**src/rtl/tdm_demux_pkg.sv**
```systemverilog
// Shared constants and state type for the 16-slot TDM demultiplexer.
// TDM_DEMUX_PARITY_EN adds a 17th even-parity slot to every frame.
package tdm_demux_pkg;

    localparam int unsigned N_CH  = 16;
    localparam int unsigned SEL_W = 4;

`ifdef TDM_DEMUX_PARITY_EN
    localparam int unsigned FRAME_LEN = N_CH + 1;
    localparam int unsigned CNT_W     = SEL_W + 1;
`else
    localparam int unsigned FRAME_LEN = N_CH;
    localparam int unsigned CNT_W     = SEL_W;
`endif

    // The final slot of a frame is consumed directly, so only the earlier ones need storage.
    localparam int unsigned SHADOW_W = FRAME_LEN - 1;

    typedef enum logic {
        IDLE = 1'b0,
        RUN  = 1'b1
    } state_t;

endpackage

```
**src/rtl/tdm_slot_counter.sv**
```systemverilog
// Wrapping slot counter: clear, load-to-one on frame start, advance on enable,
// terminal-count flag on the last slot of the frame.
module tdm_slot_counter #(
    parameter int unsigned WIDTH = 4,
    parameter int unsigned LAST  = 15
) (
    input  logic             clk,
    input  logic             rst_n,
    input  logic             en,
    input  logic             load_one,
    input  logic             clr,
    output logic [WIDTH-1:0] count,
    output logic             tc
);

    localparam logic [WIDTH-1:0] LAST_V = WIDTH'(LAST);
    localparam logic [WIDTH-1:0] ONE_V  = {{(WIDTH-1){1'b0}}, 1'b1};

    assign tc = (count == LAST_V);

    always_ff @(posedge clk or negedge rst_n) begin
        if (!rst_n) begin
            count <= '0;
        end else if (clr) begin
            count <= '0;
        end else if (load_one) begin
            count <= ONE_V;
        end else if (en) begin
            count <= tc ? '0 : count + 1'b1;
        end
    end

endmodule

```
**src/rtl/tdm_demux16.sv**
```systemverilog
// 1-to-16 TDM demultiplexer: sync-aligned serial slots into a parallel frame register.
// Optional TDM_DEMUX_PARITY_EN appends an even-parity slot checked before each transfer.
module tdm_demux16
    import tdm_demux_pkg::*;
(
    input  logic             clk,
    input  logic             rst_n,
    input  logic             din,
    input  logic             din_valid,
    input  logic             sync,
    output logic [N_CH-1:0]  out,
    output logic             out_valid,
    output logic [CNT_W-1:0] slot,
    output logic             err,
    output logic             locked
);

    state_t              state;
    logic [SHADOW_W-1:0] shadow;
    logic                at_zero;
    logic                tc;
    logic                cnt_en;
    logic                cnt_load;
    logic                cnt_clr;

    assign at_zero = (slot == '0);

    always_comb begin
        cnt_en   = 1'b0;
        cnt_load = 1'b0;
        cnt_clr  = 1'b0;
        if (din_valid) begin
            unique case (state)
                IDLE: cnt_load = sync;
                RUN: begin
                    if (sync)         cnt_load = 1'b1;
                    else if (at_zero) cnt_clr  = 1'b1;
                    else              cnt_en   = 1'b1;
                end
                default: cnt_clr = 1'b1;
            endcase
        end
    end

    tdm_slot_counter #(
        .WIDTH (CNT_W),
        .LAST  (FRAME_LEN - 1)
    ) u_slot_counter (
        .clk      (clk),
        .rst_n    (rst_n),
        .en       (cnt_en),
        .load_one (cnt_load),
        .clr      (cnt_clr),
        .count    (slot),
        .tc       (tc)
    );

    // A sync mid-frame takes priority over the terminal slot: the frame restarts.
    always_ff @(posedge clk or negedge rst_n) begin
        if (!rst_n) begin
            state     <= IDLE;
            shadow    <= '0;
            out       <= '0;
            out_valid <= 1'b0;
            err       <= 1'b0;
            locked    <= 1'b0;
        end else begin
            out_valid <= 1'b0;
            err       <= 1'b0;
            if (din_valid) begin
                unique case (state)
                    IDLE: begin
                        if (sync) begin
                            shadow[0] <= din;
                            state     <= RUN;
                            locked    <= 1'b1;
                        end
                    end
                    RUN: begin
                        if (sync) begin
                            shadow[0] <= din;
                            if (!at_zero) err <= 1'b1;
                        end else if (at_zero) begin
                            err    <= 1'b1;
                            state  <= IDLE;
                            locked <= 1'b0;
                        end else if (tc) begin
`ifdef TDM_DEMUX_PARITY_EN
                            if ((^shadow) ^ din) begin
                                err <= 1'b1;
                            end else begin
                                out       <= shadow;
                                out_valid <= 1'b1;
                            end
`else
                            out       <= {din, shadow};
                            out_valid <= 1'b1;
`endif
                        end else begin
                            shadow[slot[SEL_W-1:0]] <= din;
                        end
                    end
                    default: begin
                        state  <= IDLE;
                        locked <= 1'b0;
                    end
                endcase
            end
        end
    end

endmodule
```
**config.mk**
```make
export PLATFORM = sky130hd
export DESIGN_NAME = tdm_demux16
export DESIGN_NICKNAME = d
export VERILOG_FILES = /design/src/rtl/tdm_demux_pkg.sv /design/src/rtl/tdm_slot_counter.sv /design/src/rtl/tdm_demux16.sv
export SDC_FILE = /design/constraint.sdc
export NUM_CORES = 1
export LEC_CHECK = 0
export CELL_PAD_IN_SITES_DETAIL_PLACEMENT = 0
export CELL_PAD_IN_SITES_GLOBAL_PLACEMENT = 1
export CORE_UTILIZATION = 27
export DETAILED_ROUTE_END_ITERATION = 16
export HOLD_SLACK_MARGIN = 0.12
export PLACE_DENSITY = 0.56
export SKIP_LAST_GASP = 1
export SYNTH_ARGS = -nofsm -noshare
export SYNTH_HDL_FRONTEND = slang
export SYNTH_SLANG_ARGS = --single-unit
```
**constraint.sdc**
```tcl
create_clock -name clk -period 2.14 [get_ports clk]
set_input_delay 0.321 -clock clk [delete_from_list [all_inputs] [get_ports clk]]
set_output_delay 0.321 -clock clk [all_outputs]
set_load 0.03 [all_outputs]
```
==> results of run 1 <==
## cells in the final DEF (no fill, tap or decap), drive strengths merged
cell,synthesis,final
and3,1,1
nand4b,1,1
nand3,9,9
buf,3,7
or3b,1,1
or4,2,2
and3b,1,1
nor3b,3,3
mux2,31,31
nand3b,1,1
and4bb,1,1
nor2,2,2
clkdlybuf4s50,0,26
clkbuf,3,7
inv,6,6
nor3,2,2
dfrtp,39,39
a21oi,8,8
o21ai,5,5
clkinvlp,0,1
ha,5,5
a31oi,2,2
nand4,3,3
nor2b,2,2
nand2,3,3
## routing by layer
layer  share of wire [%]  vias up  global-route usage, %
met5                   0        -                      0
met4                 1.2        0                   3.62
met3                 5.6        7                   4.51
met2                  47       34                   18.4
met1                  46      566                   14.4
li1                    -      552                      -
## cells by family (layout without fill, tap and decap cells)
kind of cell / after synthesis / count (layout) / share of synthesized area [%]
simple gates: 32 / 32 / 13.2
mux: 31 / 31 / 19.9
flops: 39 / 39 / 55.5
compound gates: 15 / 15 / 4.41
fa+ha+maj: 5 / 5 / 3.56
buf+inv: 12 / 47 / 3.49
## area by class of cell
class,count,area [µm²]
Clock buffer,7,96.3
Clock inverter,1,7.51
Fill cell,639,4080
Inverter,6,22.5
Multi-Input combinational cell,83,721
Sequential cell,39,976
Tap cell,77,96.3
Timing Repair Buffer,33,310
## how the worst min path moves through the flow
stage                from          to  slack [ps]  cells past startpoint
CTS                 rst_n  shadow[14]         170                      1
finish              rst_n      out[9]         130                      1
global route        rst_n      out[9]         200                      1
detailed placement  rst_n      out[9]         490                      1
floorplan           rst_n         err          30                      0
global placement    rst_n      out[9]         470                      1
## state kept, by name (all words and copies together) (netlist names)
name,cells
out,16
shadow,15
u_slot_counter.count,4
err,1
locked,1
out_valid,1
state,1
## power by group
group	switching, mW	leakage [nW]	internal (mW)	total (mW)
Combinational	0.338	0.468	0.273	0.611
Clock	0.262	0.0505	0.293	0.555
Sequential	0.0740	0.530	0.832	0.906
==> results.json, run 1 <==
{
  "status": "finished clean",
  "vdd_drop_max_v": 0.000389,
  "holdBufCountCts": 0,
  "tns_ps": 0,
  "crit_chain": "clkdlybuf4s50_1",
  "num_rows": 29,
  "wire_per_inst_um": 13.8,
  "cts-resized-gates": 0,
  "ios": 28,
  "n_antenna_cell": 0,
  "synth-seq-cells": 39,
  "synth_common_cells": "dfrtp_1, mux2_2, nand3_1",
  "cp_num_buf_inv": 1,
  "hold_path_class": "in2async",
  "cap_violations": 0,
  "h-tree-depth": 2,
  "nets": 178,
  "leakage_nw": 1.05,
  "numCtsBuffers": 5,
  "critical_path_depth": 1,
  "layoutNonFillerInstCount": 246,
  "yosysMostFrequentCell": "dfrtp_1",
  "yosysWarningCount": 0,
  "clkTransAtPathRegs_ps": 70,
  "async_reset_ff_share_pct": 100,
  "routed_via_density": 4.71,
  "antenna_found_initial": 0,
  "clk_latency_ps": 290,
  "cp-endpoint": "slot[2]",
  "port_buffers": 27,
  "root_buffer": "clkbuf_8",
  "yosys-top-cells-area": "dfrtp_1, mux2_2, ha_1",
  "core-area_um2": 6310,
  "finalSetupViolCount": 0,
  "drive_above_1_share_pct": 30.8,
  "path_delay_family": "buffers and inverters",
  "synth_flop_cell": "dfrtp_1",
  "place_area_um2": 2130,
  "grt_usage_pct": 11.6,
  "startpoint": "u_slot_counter.count[2]",
  "min_period_over_period_pct": 90.1,
  "fp.dieArea_um2": 6840,
  "slew_viol_final": 0,
  "place_congestion": 0.763,
  "period_needed_ps": 1930,
  "fin_util_pct": 35.3,
  "vias": 1159,
  "cts_sinks": 39,
  "die_h_um": 82.7,
  "dpl.cell_count": 238,
  "finalPower_mw": 2.07,
  "worst_ep_arrival_time_ps": 1610,
  "dp_hpwl_um": 2380,
  "worst_slack_ps": 213,
  "syn_area_um2": 1760,
  "worst_pin_slew_ps": 846,
  "power_density_nw_per_um2": 930,
  "ant_nets": 0,
  "syn2layout_area_growth_pct": 26.8,
  "synth_top_cell_by_area": "dfrtp_1",
  "initial_utilization_pct": 27.8,
  "hold_viol": 0,
  "syn_nets": 144,
  "rrSetupSlack_ps": 310,
  "cp_max_fo": 11,
  "r2r_cells": 8,
  "crit_required_ps": 1820,
  "grt_setup_unrepaired": "no",
  "fmax_ghz": 0.519,
  "skew_ps": 5.85,
  "cp_slowest_cell": "clkdlybuf4s50_1",
  "die_width_um": 82.7,
  "routed_wl_um": 3400,
  "hold_slack_ps": 130,
  "critical_path.max_stage_delay_ps": 740,
  "synth_top_area_share_pct": 55.5,
  "drtPass1Iterations": 5,
  "cts_tree": "done",
  "place_ws_ps": 175,
  "crit_type": "reg2out",
  "r2r-end": "u_slot_counter.count[3]",
  "cts_setup_buffers": 0,
  "slew_headroom_pct": 43.6,
  "grt_max_degree": 40,
  "syn_avg_cell_area_um2": 13.1,
  "synth_edf_count": 0,
  "synthCells": 134,
  "drtIter0Drc": 66,
  "cts_buffer_depth": 2,
  "ys_seq_area_share_pct": 55.5,
  "grt_pass1_vias": 1189,
  "cp-end-kind": "output port",
  "grt_overflow": 0,
  "synth.distinct_cells": 26,
  "grt_pass1_wl_um": 5770,
  "final_cell_area_um2": 2230,
  "drc": 0,
  "r2r-start": "u_slot_counter.count[0]",
  "start_kind": "flop"
}
(Power assumes the default switching activity.)
==> run 2, diff against run 1 <==
- ABC_CLOCK_PERIOD_IN_PS: unset -> 2140
==> results of run 2 <==
The final DEF is identical to that of run 1; final timing and power are the same.
